===== src/rtl/regfile_write_arbiter_pkg.sv =====
// Shared types and constants for the register-file write arbiter.
package regfile_write_arbiter_pkg;

    localparam int unsigned DEFAULT_DATA_W = 32;
    localparam int unsigned DEFAULT_ADDR_W = 5;
    localparam int unsigned REG_ZERO       = 0;
    // Wide enough for STARVE_LIMIT up to 7.
    localparam int unsigned STARVE_W       = 3;

    typedef enum logic {
        MEM_PRIO = 1'b0,
        ALU_PRIO = 1'b1
    } mode_e;

endpackage


===== src/rtl/regfile_write_arbiter_if.sv =====
// Writeback request, register-file write and decode hazard signals.
interface regfile_write_arbiter_if #(
    parameter int unsigned DATA_W = 32,
    parameter int unsigned ADDR_W = 5
);
    logic              alu_wr_valid;
    logic              alu_wr_ready;
    logic [ADDR_W-1:0] alu_wr_reg;
    logic [DATA_W-1:0] alu_wr_data;
    logic              mem_wr_valid;
    logic              mem_wr_ready;
    logic [ADDR_W-1:0] mem_wr_reg;
    logic [DATA_W-1:0] mem_wr_data;
    logic              mem_wr_byte;
    logic              mem_wr_signed;
    logic              rf_reg_write;
    logic [ADDR_W-1:0] rf_write_reg;
    logic [DATA_W-1:0] rf_write_data;
    logic [ADDR_W-1:0] rd_reg1;
    logic [ADDR_W-1:0] rd_reg2;
    logic              rd_pending1;
    logic              rd_pending2;

    modport master (
        output alu_wr_valid, alu_wr_reg, alu_wr_data,
        output mem_wr_valid, mem_wr_reg, mem_wr_data, mem_wr_byte, mem_wr_signed,
        output rd_reg1, rd_reg2,
        input  alu_wr_ready, mem_wr_ready,
        input  rf_reg_write, rf_write_reg, rf_write_data,
        input  rd_pending1, rd_pending2
    );

    modport slave (
        input  alu_wr_valid, alu_wr_reg, alu_wr_data,
        input  mem_wr_valid, mem_wr_reg, mem_wr_data, mem_wr_byte, mem_wr_signed,
        input  rd_reg1, rd_reg2,
        output alu_wr_ready, mem_wr_ready,
        output rf_reg_write, rf_write_reg, rf_write_data,
        output rd_pending1, rd_pending2
    );

endinterface


===== src/rtl/regfile_write_arbiter_load_extend.sv =====
// Byte-load sign/zero extension (lb/lbu); word loads pass through.
module regfile_write_arbiter_load_extend #(
    parameter int unsigned DATA_W = 32
) (
    input  logic [DATA_W-1:0] data,
    input  logic              is_byte,
    input  logic              is_signed,
    output logic [DATA_W-1:0] ext_data
);

    always_comb begin
        ext_data = data;
        if (is_byte) begin
            ext_data = {{(DATA_W-8){is_signed & data[7]}}, data[7:0]};
        end
    end

endmodule


===== src/rtl/regfile_write_arbiter.sv =====
// Shares the register-file write port between ALU and load writeback, with a
// one-cycle staged write and decode-side in-flight hazard flags.
module regfile_write_arbiter
    import regfile_write_arbiter_pkg::*;
#(
    parameter int unsigned DATA_W       = DEFAULT_DATA_W,
    parameter int unsigned ADDR_W       = DEFAULT_ADDR_W,
    parameter int unsigned STARVE_LIMIT = 3
) (
    input logic                 clk,
    input logic                 reset,
    regfile_write_arbiter_if.slave bus
);

    localparam logic [ADDR_W-1:0]   ZeroReg   = ADDR_W'(REG_ZERO);
    localparam logic [STARVE_W-1:0] LimitM1   = STARVE_W'(STARVE_LIMIT - 1);
    localparam logic [STARVE_W-1:0] StarveMax = STARVE_W'(STARVE_LIMIT);

    mode_e               mode_q, mode_d;
    logic [STARVE_W-1:0] starve_cnt_q, starve_cnt_d;
    logic                stage_we_q, stage_we_d;
    logic [ADDR_W-1:0]   stage_reg_q, stage_reg_d;
    logic [DATA_W-1:0]   stage_data_q, stage_data_d;
    logic                alu_grant, mem_grant;
    logic [DATA_W-1:0]   mem_data_ext;

    regfile_write_arbiter_load_extend #(
        .DATA_W (DATA_W)
    ) u_load_extend (
        .data      (bus.mem_wr_data),
        .is_byte   (bus.mem_wr_byte),
        .is_signed (bus.mem_wr_signed),
        .ext_data  (mem_data_ext)
    );

    always_ff @(posedge clk) begin
        if (reset) begin
            mode_q       <= MEM_PRIO;
            starve_cnt_q <= '0;
            stage_we_q   <= 1'b0;
            stage_reg_q  <= '0;
            stage_data_q <= '0;
        end else begin
            mode_q       <= mode_d;
            starve_cnt_q <= starve_cnt_d;
            stage_we_q   <= stage_we_d;
            stage_reg_q  <= stage_reg_d;
            stage_data_q <= stage_data_d;
        end
    end

    always_comb begin
        mode_d       = mode_q;
        starve_cnt_d = starve_cnt_q;
        if (alu_grant) begin
            starve_cnt_d = '0;
            mode_d       = MEM_PRIO;
        end else if (bus.alu_wr_valid) begin
            if (starve_cnt_q < StarveMax) begin
                starve_cnt_d = starve_cnt_q + STARVE_W'(1);
            end
            if (mode_q == MEM_PRIO && starve_cnt_q >= LimitM1) begin
                mode_d = ALU_PRIO;
            end
        end

        // Writes to $zero still take the slot but never reach the register file.
        stage_we_d   = 1'b0;
        stage_reg_d  = stage_reg_q;
        stage_data_d = stage_data_q;
        if (mem_grant) begin
            stage_we_d   = (bus.mem_wr_reg != ZeroReg);
            stage_reg_d  = bus.mem_wr_reg;
            stage_data_d = mem_data_ext;
        end else if (alu_grant) begin
            stage_we_d   = (bus.alu_wr_reg != ZeroReg);
            stage_reg_d  = bus.alu_wr_reg;
            stage_data_d = bus.alu_wr_data;
        end
    end

    always_comb begin
        alu_grant = 1'b0;
        mem_grant = 1'b0;
        if (mode_q == MEM_PRIO) begin
            mem_grant = bus.mem_wr_valid;
            alu_grant = bus.alu_wr_valid && !bus.mem_wr_valid;
        end else begin
            alu_grant = bus.alu_wr_valid;
            mem_grant = bus.mem_wr_valid && !bus.alu_wr_valid;
        end
    end

    function automatic logic reg_pending(input logic [ADDR_W-1:0] rd,
                                         input logic              s_we,
                                         input logic [ADDR_W-1:0] s_reg,
                                         input logic              a_vld,
                                         input logic [ADDR_W-1:0] a_reg,
                                         input logic              m_vld,
                                         input logic [ADDR_W-1:0] m_reg);
        return (rd != ZeroReg) &&
               ((s_we && s_reg == rd) || (a_vld && a_reg == rd) || (m_vld && m_reg == rd));
    endfunction

    assign bus.alu_wr_ready  = alu_grant;
    assign bus.mem_wr_ready  = mem_grant;
    // Masked during reset so a write staged just before reset never lands.
    assign bus.rf_reg_write  = stage_we_q && !reset;
    assign bus.rf_write_reg  = stage_reg_q;
    assign bus.rf_write_data = stage_data_q;

    assign bus.rd_pending1 = reg_pending(bus.rd_reg1, stage_we_q, stage_reg_q,
                                         bus.alu_wr_valid, bus.alu_wr_reg,
                                         bus.mem_wr_valid, bus.mem_wr_reg);
    assign bus.rd_pending2 = reg_pending(bus.rd_reg2, stage_we_q, stage_reg_q,
                                         bus.alu_wr_valid, bus.alu_wr_reg,
                                         bus.mem_wr_valid, bus.mem_wr_reg);

endmodule


===== src/flat_wrapper.sv =====
// flat-port wrapper written by rule: the top's interface ports become plain ports
module regfile_write_arbiter_flat import regfile_write_arbiter_pkg::*;
#(
    parameter int unsigned DATA_W       = DEFAULT_DATA_W,
    parameter int unsigned ADDR_W       = DEFAULT_ADDR_W,
    parameter int unsigned STARVE_LIMIT = 3
)
  (clk, reset, bus_alu_wr_valid, bus_alu_wr_reg, bus_alu_wr_data, bus_mem_wr_valid, bus_mem_wr_reg, bus_mem_wr_data, bus_mem_wr_byte, bus_mem_wr_signed, bus_rd_reg1, bus_rd_reg2, bus_alu_wr_ready, bus_mem_wr_ready, bus_rf_reg_write, bus_rf_write_reg, bus_rf_write_data, bus_rd_pending1, bus_rd_pending2);
  regfile_write_arbiter_if #(.DATA_W(DATA_W), .ADDR_W(ADDR_W)) bus_i ();
  input logic clk;
  input logic reset;
  input wire logic [$bits(bus_i.alu_wr_valid)-1:0] bus_alu_wr_valid;
  input wire logic [$bits(bus_i.alu_wr_reg)-1:0] bus_alu_wr_reg;
  input wire logic [$bits(bus_i.alu_wr_data)-1:0] bus_alu_wr_data;
  input wire logic [$bits(bus_i.mem_wr_valid)-1:0] bus_mem_wr_valid;
  input wire logic [$bits(bus_i.mem_wr_reg)-1:0] bus_mem_wr_reg;
  input wire logic [$bits(bus_i.mem_wr_data)-1:0] bus_mem_wr_data;
  input wire logic [$bits(bus_i.mem_wr_byte)-1:0] bus_mem_wr_byte;
  input wire logic [$bits(bus_i.mem_wr_signed)-1:0] bus_mem_wr_signed;
  input wire logic [$bits(bus_i.rd_reg1)-1:0] bus_rd_reg1;
  input wire logic [$bits(bus_i.rd_reg2)-1:0] bus_rd_reg2;
  output wire logic [$bits(bus_i.alu_wr_ready)-1:0] bus_alu_wr_ready;
  output wire logic [$bits(bus_i.mem_wr_ready)-1:0] bus_mem_wr_ready;
  output wire logic [$bits(bus_i.rf_reg_write)-1:0] bus_rf_reg_write;
  output wire logic [$bits(bus_i.rf_write_reg)-1:0] bus_rf_write_reg;
  output wire logic [$bits(bus_i.rf_write_data)-1:0] bus_rf_write_data;
  output wire logic [$bits(bus_i.rd_pending1)-1:0] bus_rd_pending1;
  output wire logic [$bits(bus_i.rd_pending2)-1:0] bus_rd_pending2;
  assign bus_i.alu_wr_valid = bus_alu_wr_valid;
  assign bus_i.alu_wr_reg = bus_alu_wr_reg;
  assign bus_i.alu_wr_data = bus_alu_wr_data;
  assign bus_i.mem_wr_valid = bus_mem_wr_valid;
  assign bus_i.mem_wr_reg = bus_mem_wr_reg;
  assign bus_i.mem_wr_data = bus_mem_wr_data;
  assign bus_i.mem_wr_byte = bus_mem_wr_byte;
  assign bus_i.mem_wr_signed = bus_mem_wr_signed;
  assign bus_i.rd_reg1 = bus_rd_reg1;
  assign bus_i.rd_reg2 = bus_rd_reg2;
  assign bus_alu_wr_ready = bus_i.alu_wr_ready;
  assign bus_mem_wr_ready = bus_i.mem_wr_ready;
  assign bus_rf_reg_write = bus_i.rf_reg_write;
  assign bus_rf_write_reg = bus_i.rf_write_reg;
  assign bus_rf_write_data = bus_i.rf_write_data;
  assign bus_rd_pending1 = bus_i.rd_pending1;
  assign bus_rd_pending2 = bus_i.rd_pending2;
  regfile_write_arbiter #(.DATA_W(DATA_W), .ADDR_W(ADDR_W), .STARVE_LIMIT(STARVE_LIMIT)) u_core (.clk(clk), .reset(reset), .bus(bus_i));
endmodule

===== config.mk =====
export PLATFORM = sky130hd
export DESIGN_NAME = regfile_write_arbiter_flat
export DESIGN_NICKNAME = d
export VERILOG_FILES = /design/src/rtl/regfile_write_arbiter_pkg.sv /design/src/rtl/regfile_write_arbiter_if.sv /design/src/rtl/regfile_write_arbiter_load_extend.sv /design/src/rtl/regfile_write_arbiter.sv /design/src/flat_wrapper.sv
export SDC_FILE = /design/constraint.sdc
export NUM_CORES = 1
export LEC_CHECK = 0
export BUFFER_PORTS_ARGS = -buffer_cell sky130_fd_sc_hd__clkbuf_2
export CAP_MARGIN = 20
export CORE_UTILIZATION = 44
export CTS_CLUSTER_SIZE = 8
export DETAILED_ROUTE_END_ITERATION = 16
export PLACE_DENSITY = 0.86
export SLEW_MARGIN = 20
export SYNTH_ARGS = -nofsm -noshare
export SYNTH_HDL_FRONTEND = slang
export SYNTH_SLANG_ARGS = --single-unit

===== constraint.sdc =====
create_clock -name clk -period 1.9 [get_ports clk]
set_clock_uncertainty 0.2 [all_clocks]
set_input_delay 0.19 -clock clk [delete_from_list [all_inputs] [get_ports clk]]
set_output_delay 0.19 -clock clk [all_outputs]
set_load 0.005 [all_outputs]

==> metrics.md <==
| Metric | Value |
|---|---|
| Overflow after GRT | `0` |
| Share of total power in the clock network | `30.6%` |
| TritonCTS buffer count | `5` |
| Max FFs per register | `32` |
| Die height | `74 um` |
| M1 GR Usage | `32.2%` |
| I/O pins | `132` |
| Setup violators final | `0` |
| CTS tree | `yes` |
| Multiplexer share of the synthesized area | `0%` |
| Required @ worst endpoint | `1.51 ns` |
| Overall power | `2230 uW` |
| Type of origin of the critical path | `flip-flop` |
| Met2 GRT Util | `48.9%` |
| Reg-to-reg endpoint | `u_core.bus.rf_write_data[4]` |
| Measured slew at the worst slew-check pin | `0.473 ns` |
| Synthesized instance count | `288` |
| Largest family of logic cells by synthesized area | `simple AND/OR/NAND/NOR gates` |
| Yosys reg bits | `42` |
| Synth top area share | `36.9%` |
| H-tree lvl count | `2` |
| Cell Int Power | `1620 uW` |
| Initial antenna violation count | `0` |
| Clk_lat worst skew | `0.28 ns` |
| CTS Sinks | `42` |
| Total track usage | `27.3%` |
| Post-Synth Simple-Gate Area | `22.7%` |
| Die X | `74 um` |
| Reg2reg start | `u_core.mode_q` |
| First-pass GRT wire length | `11500 um` |
| HP Class | `in2reg` |
| DRT Wirelength | `7690 um` |
| Synth area leader | `dfxtp_1` |
| Synthesized area | `0.00228 sq mm` |
| CP top delay family | `simple AND/OR/NAND/NOR gates` |
| Post-synthesis compound-gate area fraction | `19.1%` |
| Post-route minimum period | `1.84 ns` |
| Sw Share | `27.1%` |
| Ys flop type | `dfxtp_1` |
| CP cell instances | `xor2_1 > nor4_2 > nand3_1 > a21oi_2 > clkbuf_2` |
| Commonest cells in the netlist | `nor2_1, dfxtp_1, o21ai_0` |
| Inserted Diodes | `0` |
| Post-Syn Area per Cell | `7.92 sq um` |
| Clock slew at reported path FFs | `0.08 ns` |
| Met3 track demand over resource | `4.74%` |
| Synth-to-layout area growth | `54.3%` |
| Die area | `0.00548 sq mm` |
| Area taken by multi-input logic gates | `0.00127 sq mm` |
| Synth async-reset ratio | `0%` |
| Worst R2R Setup Slack | `0.07 ns` |
| Seq. cell area | `848 sq um` |
| Sequential Power Share | `44.2%` |
| Post-Synth Adder-Cell Area | `0.549%` |
| CP Max Fanout | `4` |
| Vias per inst | `5.39` |
| Pwr Density | `633 mW/mm^2` |
| Worst hold endpoint | `u_core.bus.rf_write_data[7]` |
| Critical path startpoint | `u_core.bus.rf_write_reg[3]` |
| Share of cells above drive strength 1 | `35.2%` |
| RSZ-0062 raised after global routing | `yes` |
| Gate power share | `25.2%` |
| Max cap viols | `0` |
| Slew HR | `68.4%` |
| Vias in the first global route | `2581` |
| Setup crit end kind | `output pin` |
| Worst EP arrival | `1.45 ns` |
| Final nets | `544` |
| Grt peak-use layer | `met2` |
| Post-Synth XOR/XNOR Area | `11.5%` |
| Area contributors post-synth | `dfxtp_1, nor2_1, a222oi_1` |
| Hold path cells | `3` |
| Via count | `2806` |
| Final Hold Viols | `0` |
| Highest clock rate | `0.543 GHz` |
| Count leader, synth | `nor2_1` |
| Core Box Area | `0.00485 sq mm` |
| Post-detail-place hpwl | `5130 um` |
| GP Congestion | `0.996` |
| WS Path Type | `reg2out` |
| CTS max path bufs | `2` |
| Port bufs | `131` |
| Slowest CP cell | `dfxtp_2` |
| Count of final max-slew check failures | `0` |
| Fillers | `398` |
| Switching power | `604 uW` |
| Hold Crit Start | `bus_mem_wr_data[7]` |
| Peak VDD IR | `0.467 mV` |
| DR WL/cell | `14.8 um` |
| R2R cell count | `6` |
| Tcrit/Tclk final | `96.9%` |
| Starting density of the core | `47.0%` |
| Buf/Inv on CP | `1` |
| Seq/Total Area, Yosys | `36.9%` |
| Ys Warns | `0` |
| Clock root buffer | `clkbuf_8` |
| Fin util | `72.6%` |
| Largest net degree at the start of global routing | `31` |
| Netlist cell types | `34` |
| Post-synth net total | `379` |
| Outcome | `complete, no violations` |
| Row cnt | `25` |
| Leak | `0.00174 uW` |
| DRT Pass-1 Iters | `5` |
| DRT iter0 DRCs | `287` |
| Routed Antenna Nets | `0` |
| Crit path depth | `5` |
| DRC errors left | `0` |
| Slowest Stage Delay on Critical Path | `0.35 ns` |
| Post-synth EDFFs | `0` |
through the flow:
| step | hold WS, ns | cells | setup WS (ns) | cell area, sq um | setup TNS [ns] |
|---|---|---|---|---|---|
| after floorplan | 0.163 | 288 | 0.464 | 2280 | 0 |
| after global placement | 0.251 | 471 | 0.234 | 2950 | 0 |
| after detailed placement | 0.258 | 471 | 0.208 | 2950 | 0 |
| after CTS | 0.0114 | 518 | 0.00616 | 3450 | 0 |
| after global routing | 0.0402 | 521 | -0.0701 | 3520 | -0.0964 |
| final | 0.0264 | 521 | 0.0590 | 3520 | 0 |
layout make-up:
type / instances / area share (%)
sequential: 42 / 24.1
clock inverter: 1 / 0.853
tap: 67 / 2.38
inverter: 26 / 2.84
timing repair buffer: 178 / 31.5
multi-input combinational: 200 / 36.1
clock buffer: 7 / 2.17
repair_timing:
action / CTS / global route
resized for setup: 2 / 12
hold buffers: 39 / 1
pin swaps: 2 / 4
endpoints found under the setup margin: 1 / 8
endpoints found under the hold margin: 32 / 1
buffers inserted: 0 / 3
cell families (layout without fill, tap and decap cells):
group / count (synthesis) / count (layout)
AO/OA/AOI/OAI: 60 / 60
XOR/XNOR: 30 / 30
adder cells (fa/ha/maj): 1 / 1
buffers and inverters: 46 / 212
flip-flops: 42 / 42
AND/OR/NAND/NOR: 109 / 109
how the worst max path moves through the flow:
stage and endpoint:
2_1_floorplan u_core.bus.rf_write_data[27], 3_3_place_gp bus_rd_pending2, 3_5_place_dp bus_rd_pending2, 4_1_cts bus_rd_pending2
5_1_grt bus_rd_pending1, 6_report bus_rd_pending2
tightest hold or removal path: stages:
cell	delay [ns]
clkbuf_2	0.11
nor2_1	0.11
nor4_1	0.06
power by group through the flow:
stage	registers (uW)	clock network [uW]	logic (uW)
detailed placement	1000	0	466
finish	984	682	561
global route	990	741	615
CTS	983	701	535
floorplan	1000	0	244
global placement	1000	0	460
cells in the final DEF (no fill, tap or decap), drive strengths merged:
master and count:
or4 4, nor4 19, nor2 66, nand3b 1, ha 1, nor2b 2
inv 26, a211oi 1, nand3 3, dlygate4sd3 39, nand2b 2, or2 1
clkbuf 137, xnor2 6, o21a 1, a32oi 2, a22oi 1, a31oi 1
a21oi 3, bufinv 1, xor2 24, dfxtp 42, buf 9, a222oi 24
and2 2, nor3 4, o21ai 27, and2b 1, nand2 4
layer usage:
layer  up-vias  part of all wire, %  wire, um
li1       1352                    -         -
met1      1306                   40      3070
met2       130                   53      4050
met3        18                  4.9       378
met4         0                  2.5       194
met5         -                    0         0
No activity file was read; power rests on OpenSTA's default activity.
